[src/rtl/mem_word_access.sv]
`default_nettype none
// ============================================================================
//  Module   : mem_word_access
//  Purpose  : Load/store initiator between the MEM pipeline stage and a
//             byte-wide data memory. One word request is split into BEATS
//             sequential byte accesses. Load bytes are assembled
//             little-endian. A single-cycle response pulse ends each request.
//  Ports    : clk, rst_n                 - clock, async active-low reset
//             req_valid/req_ready        - request handshake
//             req_write/req_addr/req_wdata - request fields (store when write)
//             rsp_valid/rsp_err/rsp_rdata  - completion pulse, misalign flag,
//                                            assembled load data
//             MemRead/MemWrite/Address/WriteData/ReadData - memory port
//  Revision : 1.0 - initial release
// ============================================================================
module mem_word_access #(
   parameter int DATA_WIDTH     = 8,
   parameter int DATA_DIR_WIDTH = 8,
   parameter int BEATS          = 4
) (
   input  logic                          clk,
   input  logic                          rst_n,
   input  logic                          req_valid,
   output logic                          req_ready,
   input  logic                          req_write,
   input  logic [DATA_DIR_WIDTH-1:0]     req_addr,
   input  logic [BEATS*DATA_WIDTH-1:0]   req_wdata,
   output logic                          rsp_valid,
   output logic                          rsp_err,
   output logic [BEATS*DATA_WIDTH-1:0]   rsp_rdata,
   output logic                          MemRead,
   output logic                          MemWrite,
   output logic [DATA_DIR_WIDTH-1:0]     Address,
   output logic [DATA_WIDTH-1:0]         WriteData,
   input  logic [DATA_WIDTH-1:0]         ReadData
);

   localparam int W      = BEATS * DATA_WIDTH;
   localparam int BEAT_W = (BEATS > 1) ? $clog2(BEATS) : 1;
   localparam logic [BEAT_W-1:0] LAST_BEAT = BEAT_W'(BEATS - 1);

   typedef enum logic [1:0] {
      S_IDLE = 2'd0,
      S_XFER = 2'd1,
      S_RESP = 2'd2
   } state_t;

   state_t                    state_q, state_d;
   logic [BEAT_W-1:0]         beat_q, beat_d;
   logic                      write_q, write_d;
   logic [DATA_DIR_WIDTH-1:0] addr_q, addr_d;
   logic [W-1:0]              wdata_q, wdata_d;
   logic                      req_ready_q, req_ready_d;
   logic                      rsp_valid_q, rsp_valid_d;
   logic                      rsp_err_q, rsp_err_d;
   logic [W-1:0]              rsp_rdata_q, rsp_rdata_d;
   logic                      mem_read_q, mem_read_d;
   logic                      mem_write_q, mem_write_d;
   logic [DATA_DIR_WIDTH-1:0] address_q, address_d;
   logic [DATA_WIDTH-1:0]     write_data_q, write_data_d;

   logic                      w_misaligned;

   // A word request is misaligned when any of its low log2(BEATS) address
   // bits is set; with a single beat every address is aligned.
   generate
      if (BEATS > 1) begin : g_align_chk
         assign w_misaligned = |req_addr[BEAT_W-1:0];
      end else begin : g_no_align_chk
         assign w_misaligned = 1'b0;
      end
   endgenerate

   always_comb begin
      state_d      = state_q;
      beat_d       = beat_q;
      write_d      = write_q;
      addr_d       = addr_q;
      wdata_d      = wdata_q;
      req_ready_d  = 1'b0;
      rsp_valid_d  = 1'b0;
      rsp_err_d    = 1'b0;
      rsp_rdata_d  = rsp_rdata_q;
      mem_read_d   = 1'b0;
      mem_write_d  = 1'b0;
      address_d    = address_q;
      write_data_d = write_data_q;

      case (state_q)
         S_IDLE: begin
            // req_ready_q is 0 in the first cycle after reset, so a request
            // is only taken once the ready flag is actually visible outside.
            req_ready_d = 1'b1;
            if (req_ready_q && req_valid) begin
               req_ready_d = 1'b0;
               write_d     = req_write;
               addr_d      = req_addr;
               wdata_d     = req_wdata;
               if (w_misaligned) begin
                  state_d     = S_RESP;
                  rsp_valid_d = 1'b1;
                  rsp_err_d   = 1'b1;
               end else begin
                  // Outputs are registered, so beat 0 is launched here to
                  // appear in the cycle right after the accept edge.
                  state_d      = S_XFER;
                  beat_d       = '0;
                  mem_read_d   = ~req_write;
                  mem_write_d  = req_write;
                  address_d    = req_addr;
                  write_data_d = req_wdata[DATA_WIDTH-1:0];
               end
            end
         end

         S_XFER: begin
            // ReadData belongs to the beat currently on the bus.
            if (!write_q) begin
               rsp_rdata_d[beat_q*DATA_WIDTH +: DATA_WIDTH] = ReadData;
            end
            if (beat_q == LAST_BEAT) begin
               state_d     = S_RESP;
               rsp_valid_d = 1'b1;
            end else begin
               beat_d       = beat_q + 1'b1;
               mem_read_d   = ~write_q;
               mem_write_d  = write_q;
               address_d    = addr_q + {{(DATA_DIR_WIDTH-BEAT_W){1'b0}}, beat_d};
               write_data_d = wdata_q[beat_d*DATA_WIDTH +: DATA_WIDTH];
            end
         end

         S_RESP: begin
            state_d     = S_IDLE;
            req_ready_d = 1'b1;
         end

         default: begin
            state_d = S_IDLE;
         end
      endcase
   end

   always_ff @(posedge clk or negedge rst_n) begin
      if (!rst_n) begin
         state_q      <= S_IDLE;
         beat_q       <= '0;
         write_q      <= 1'b0;
         addr_q       <= '0;
         wdata_q      <= '0;
         req_ready_q  <= 1'b0;
         rsp_valid_q  <= 1'b0;
         rsp_err_q    <= 1'b0;
         rsp_rdata_q  <= '0;
         mem_read_q   <= 1'b0;
         mem_write_q  <= 1'b0;
         address_q    <= '0;
         write_data_q <= '0;
      end else begin
         state_q      <= state_d;
         beat_q       <= beat_d;
         write_q      <= write_d;
         addr_q       <= addr_d;
         wdata_q      <= wdata_d;
         req_ready_q  <= req_ready_d;
         rsp_valid_q  <= rsp_valid_d;
         rsp_err_q    <= rsp_err_d;
         rsp_rdata_q  <= rsp_rdata_d;
         mem_read_q   <= mem_read_d;
         mem_write_q  <= mem_write_d;
         address_q    <= address_d;
         write_data_q <= write_data_d;
      end
   end

   assign req_ready = req_ready_q;
   assign rsp_valid = rsp_valid_q;
   assign rsp_err   = rsp_err_q;
   assign rsp_rdata = rsp_rdata_q;
   assign MemRead   = mem_read_q;
   assign MemWrite  = mem_write_q;
   assign Address   = address_q;
   assign WriteData = write_data_q;

endmodule
`default_nettype wire
[config.mk]
export PLATFORM = sky130hd
export DESIGN_NAME = mem_word_access
export DESIGN_NICKNAME = d
export VERILOG_FILES = /design/src/rtl/mem_word_access.sv
export SDC_FILE = /design/constraint.sdc
export NUM_CORES = 1
export LEC_CHECK = 0
export CORE_AREA = 10 10 100 111
export DETAILED_ROUTE_END_ITERATION = 8
export DIE_AREA = 0 0 110 121
export PLACE_DENSITY = 0.91
export SLEW_MARGIN = 10
export SYNTH_ARGS = -nofsm -noshare
export SYNTH_HDL_FRONTEND = slang
export SYNTH_SLANG_ARGS = --single-unit
[constraint.sdc]
create_clock -name clk -period 3.95 [get_ports clk]
set_input_delay 0.5925 -clock clk [delete_from_list [all_inputs] [get_ports clk]]
set_output_delay 0.5925 -clock clk [all_outputs]
set_load 0.01 [all_outputs]
-- Word level (Yosys, flattened, before mapping)
Index checks and enable logic that the tools add are counted.
- register bits after elaboration: 98
- latch bits: 0
- bits in writable memories: 0
- bits in read-only memories: 0
- input port bits: 52
- output and inout port bits: 53
- logic and storage cells: 68
- memories kept: 0
- add/subtract/negate cells: 3
- multiply operators: 0
- div/mod/pow operators: 0
- $lt $le $gt $ge: 0
- equality and inequality tests: 7
- shift operators: 3
- multiplexer cells: 32
- bitwise logic cells: 2
- reductions and logical operators: 8
- operator list (operator ; count):
    $mux 8 ; 6
    $neg 5->34 ; 1
    $shift 8x34->32 const A ; 1
    $shiftx 8x34->32 ; 1
    $bwmux 32 ; 1
    $pmux 8 s2 ; 2
    $shiftx 32x6->8 ; 1
    $mux 2 ; 6
    $mux 1 ; 11
    $add 8x2->8 ; 1
    $ne 2x2->1 const B ; 4
    $pmux 1 s2 ; 4
    $pmux 2 s2 ; 2
    $reduce_and 2->1 ; 3
    $eq 2x2->1 const B ; 2
    $reduce_and 4->1 ; 1
    $add 2x1->2 const B ; 1
    $eq 2x1->1 const B ; 1
    $logic_not 2->1 ; 1
    $not 1->1 ; 2
    $reduce_bool 2->1 ; 1
    $reduce_or 2->1 ; 1
    $logic_and 1x1->1 ; 1

-- Longest topological paths before layout
- word-level depth: 4
- mapped depth: 8
- mapped depth without buffers: 7

-- Least setup slack after synthesis
OpenSTA, ideal clock, no wires.
- kind: reg2reg
- from: reg beat_q[0]
- to: reg address_q[7], in the netlist Address[7]
- setup time: 0.064 ns
- arrival: 2.257 ns
- data required time: 3.886 ns
- path slack: 1.629 ns
- stages on the path, launching flop included: 9
- path buffers: 1
- period minus slack after synthesis: 2.321 ns
- cell sequence: dfrtp_1 buf_4 inv_2 ha_1 ha_1 a21oi_1 or4_4 a311oi_2 a21o_1
- word-level cells in the longest chain between the ends: 4
- elaborated cells on any way between the ends: 7
- classes of those cells: 2 x add/sub; 2 x eq/ne; 2 x mux; 1 x reduce/logical
- ends and longest elaborated chain (element ; RTL line ; source):
    start, declared ; 49 ; logic [BEAT_W-1:0] beat_q, beat_d;
    start signal, assigned ; 161 ; beat_q <= beat_d;
    $add 2x1->2 ; 125 ; beat_d = beat_q + 1'b1;
    $add 8x2->8 ; 128 ; address_d = addr_q + {{(DATA_DIR_WIDTH-BEAT_W){1'b0}}, beat_d};
    $mux 8 ; 121 ; if (beat_q == LAST_BEAT) begin
    $pmux 8 s2 ; 89 ; case (state_q)
    end signal, assigned ; 171 ; address_q <= address_d;
    end, declared ; 59 ; logic [DATA_DIR_WIDTH-1:0] address_q, address_d;
Several ways; a longest one is shown, not always the timed one. The select of a mux whose other input is x is not followed.
A chain may end at the register's enable or synchronous reset.

-- Worst setup path in the final report
Same ends and word-level chain as after synthesis.

==> impl_results.md <==
- Outcome: finished clean
- Number of different library cells in the post-synthesis netlist: 39
- Library cell used as clock root buffer: sky130_fd_sc_hd__clkbuf_8
- Worst setup EP type: register
- Pwr per Cell Area: about 800 nW/um^2
- Count of port buffers added during placement: between 100 and 150
- Final hold violations: 0
- Part of the Yosys area used for sequential elements: about 57%
- Wire length per cell: between 15 and 20 um
- WS Path Type: reg -> reg
- Flip-flop cell with the highest count after synthesis: sky130_fd_sc_hd__dfrtp_1
- Cell type contributing the most total cell area after synthesis: sky130_fd_sc_hd__dfrtp_1
- Post-synthesis area per instance: between 10 and 15 um^2
- Number of inserted filler cells in the final layout: roughly 640
- CTS H-tree lvls: 3
- Setup ws final: 1.08 ns
- Register cell area after layout: between 2000 and 2500 um^2
- Lkg Pwr: roughly 2.4 nW
- Cts bufs inserted: 9
- Fmax: between 300 and 400 MHz
- Antenna violations before repair: 0
- Die area: 13300 um^2
- Worst Path Required: around 4.2 ns
- Total routing usage reported by global routing: approximately 16%
- Pin count of the biggest net entering global routing: around 70
- DP Worst Slack: 1.17 ns
- Number of enable-type register cells in the synthesized netlist: 0
- Syn. warnings: 0
- Seq cells post-synth: 98
- Weighted congestion at the end of routability-driven global placement: 0.840
- Crit path time final: ~2.9 ns
- Post-route clock skew: around 0.016 ns
- Fraction of synthesized area in multiplexers: roughly 17%
- Final setup fails: 0
- Accumulated negative setup slack: 0 ns
- Total wirelength of the detailed-routed design: just over 10000 um
- Vias in the first global route: ~3300
- Area Overhead vs Synth: 31.0%
- Share of synthesized cell area in full adder, half adder and majority cells: between 2 and 3%
- Number of instances resized during post-cts repair: 0
- Synthesized-area fraction occupied by xor and xnor cells: less than 1%
- Number of hold-repair buffers added at the cts stage: 0
- Height of the die: approximately 120 um
- Remaining antenna violation count after routing: 0
- Crit Path Max Fanout: 14
- Clk sinks: 98
- Gate count after technology mapping: about 370
- Overall via count from detail_route: 3138
- FP Rows: 36
- Layout net count: between 500 and 600
- Reg-to-reg setup timing slack: about 1.1 ns
- Number of post-CTS setup repair buffers: 0
- Worst reg2reg startpoint: beat_q[0]$_DFFE_PN0P_
- Largest family of logic cells by synthesized area: multiplexers
- Largest cells by area after synthesis: sky130_fd_sc_hd__dfrtp_1 (57%), sky130_fd_sc_hd__mux2_1 (8.9%), sky130_fd_sc_hd__nand2_1 (7.5%)
- Peak ir drop on the vdd network: between 300 and 400 uV
- Worst-Skew Late Latency: between 0.3 and 0.4 ns
- Netlist area before placement: 4310 um^2
- Fraction of the cycle the final worst path needs: ~73%
- Top-Level Pins: around 110
- Area taken by multi-input logic gates: between 1500 and 2000 um^2
- Share of cells above drive strength 1: between 9 and 10%
- Pin slew with the least headroom to its limit: roughly 1.1 ns
- Starting density of the core: about half
- Endpoint of the most critical register-to-register path: Address[7]$_DFFE_PN0P_
- Ys async rst share: 100%
- Post-route DRC violation count: 0
- Floorplan Core Area: between 8000 and 9000 um^2
- Synthesized net count: 430
- Area share of and/or/nand/nor cells after synthesis: 12.1%
- Antenna Diode Count: 0
- Share of the synthesized area in the top cell type: 56.9%
- CTS tree: built
- Max-slew violation count: 0
- Compound-gate portion of the synthesized area: roughly 8.6%
- Total gr overflow: 0
- Starting DRC count in detailed routing: 134
- Via density per instance: approximately 5.3
- Signal arrival time at the worst endpoint: 3.13 ns
- Detailed-routing iteration count for the pre-antenna-repair pass: 4
- Register clock-pin slew on the reported worst setup and hold paths: about 0.10 ns
- Slew margin rel.: a little under a quarter
- Worst Hold Class: in -> async
- First-pass GRT wire length: between 15000 and 20000 um
- Maximum number of buffers from clock root to sink: 2
- Total half-perimeter wirelength after legalization and detailed placement: ~7600 um
- Critical path startpoint category: register
- Number of maximum-capacitance violations: 0
- Width of the chip: about 110 um
- Worst-case reg-to-reg path depth: 7
- Unrepaired setup endpoints after global routing: no
## cell families after synthesis
group / Yosys count
buffers and inverters: 23
multiplexers: 58
AND/OR/NAND/NOR: 114
flip-flops: 98
AO/OA/AOI/OAI: 65
XOR/XNOR: 2
adder cells (fa/ha/maj): 9
## synth_stat cells (2+ instances only)
cell type	number
sky130_fd_sc_hd__o21ai_1	34
sky130_fd_sc_hd__ha_1	8
sky130_fd_sc_hd__o31ai_1	2
sky130_fd_sc_hd__nand2_1	86
sky130_fd_sc_hd__a21o_1	3
sky130_fd_sc_hd__buf_2	8
sky130_fd_sc_hd__o21ai_0	16
sky130_fd_sc_hd__a22o_1	2
sky130_fd_sc_hd__dfrtp_1	98
sky130_fd_sc_hd__mux4_2	8
sky130_fd_sc_hd__mux2_2	5
sky130_fd_sc_hd__buf_1	2
sky130_fd_sc_hd__nand3b_1	2
sky130_fd_sc_hd__xnor2_1	2
sky130_fd_sc_hd__inv_1	5
sky130_fd_sc_hd__nor3_1	4
sky130_fd_sc_hd__inv_2	2
sky130_fd_sc_hd__a21oi_1	2
sky130_fd_sc_hd__nor2_1	8
sky130_fd_sc_hd__nor3b_2	4
sky130_fd_sc_hd__nand3_1	2
sky130_fd_sc_hd__mux2i_1	11
sky130_fd_sc_hd__nor2b_1	2
sky130_fd_sc_hd__clkbuf_1	5
sky130_fd_sc_hd__mux2_1	34
## critical path: stages (launching register included)
cell and delay, ns:
sky130_fd_sc_hd__dfrtp_1 0.87, sky130_fd_sc_hd__inv_2 0.23, sky130_fd_sc_hd__ha_1 0.41, sky130_fd_sc_hd__ha_1 0.30
sky130_fd_sc_hd__a21oi_1 0.45, sky130_fd_sc_hd__or4_4 0.23, sky130_fd_sc_hd__a311oi_2 0.08, sky130_fd_sc_hd__a21o_1 0.21
## cells in the final DEF (no fill, tap or decap), types with 2 or more instances in the layout
cell                              count
sky130_fd_sc_hd__inv_2                2
sky130_fd_sc_hd__ha_1                 8
sky130_fd_sc_hd__mux2i_1             11
sky130_fd_sc_hd__o31ai_1              2
sky130_fd_sc_hd__nor3_1               4
sky130_fd_sc_hd__o21ai_0             16
sky130_fd_sc_hd__nand3_1              2
sky130_fd_sc_hd__mux2_2               5
sky130_fd_sc_hd__a22o_1               2
sky130_fd_sc_hd__inv_6                3
sky130_fd_sc_hd__inv_1                5
sky130_fd_sc_hd__nor2_1               8
sky130_fd_sc_hd__nand3b_1             2
sky130_fd_sc_hd__a21o_1               3
sky130_fd_sc_hd__clkdlybuf4s50_1    103
sky130_fd_sc_hd__a21oi_1              2
sky130_fd_sc_hd__nor3b_2              4
sky130_fd_sc_hd__mux2_1              34
sky130_fd_sc_hd__dfrtp_1             98
sky130_fd_sc_hd__nand2_1             86
sky130_fd_sc_hd__mux4_2               8
sky130_fd_sc_hd__xnor2_1              2
sky130_fd_sc_hd__buf_4                5
sky130_fd_sc_hd__clkbuf_8             9
sky130_fd_sc_hd__o21ai_1             34
## sequential cells by signal, summed over array words and instances (netlist names)
signal and count:
beat_q 2, MemRead 1, rsp_err 1, req_ready 1, rsp_valid 1, WriteData 8
addr_q 8, wdata_q 32, MemWrite 1, Address 8, rsp_rdata 32, state_q 2
write_q 1
## metrics by stage
step | total power, mW | util (%) | cells | hold slack, ns | cell area, um^2
final | 4.52 | 64.3 | 590 | 0.335 | 5650
after global routing | 4.83 | 64.3 | 590 | 0.393 | 5650
after CTS | 4.55 | 64.3 | 590 | 0.362 | 5650
after detailed placement | 3.88 | 62.1 | 575 | 0.472 | 5450
after global placement | 3.77 | 62.1 | 575 | 0.462 | 5450
after floorplan | 2.96 | - | 369 | 0.297 | 4310
## routing by layer
layer  GRT usage [%]  routed length, um  up-vias
met5               0                  0        -
met2            25.8               5210      108
li1                -                  -     1477
met3            4.94                773       10
met1            20.0               4240     1543
met4            4.97                131        0
## power breakdown
group | total, mW | internal, mW | leakage [nW] | switching, mW
Clock | 0.654 | 0.297 | 0.0967 | 0.356
Sequential | 1.83 | 1.49 | 1.17 | 0.339
Combinational | 2.03 | 1.09 | 1.10 | 0.946
Total | 4.52 | 2.88 | 2.37 | 1.64
## layout make-up
cell class,count,share of cell area [%]
clock buffer,9,2.19
multi-input combinational,248,31.2
inverter,7,0.465
clock inverter,6,1.28
timing repair buffer,108,18.9
tap,114,2.53
sequential,98,43.4
## worst max path at each step
stage | start | end | cells after the start
detailed placement | beat_q[0]$_DFFE_PN0P_ | Address[7]$_DFFE_PN0P_ | 7
finish | beat_q[0]$_DFFE_PN0P_ | Address[7]$_DFFE_PN0P_ | 7
CTS | beat_q[0]$_DFFE_PN0P_ | Address[7]$_DFFE_PN0P_ | 7
floorplan | beat_q[0]$_DFFE_PN0P_ | Address[7]$_DFFE_PN0P_ | 8
global route | beat_q[0]$_DFFE_PN0P_ | Address[3]$_DFFE_PN0P_ | 7
global placement | beat_q[0]$_DFFE_PN0P_ | Address[7]$_DFFE_PN0P_ | 7
Note: power is estimated with default switching activity, not from simulation.
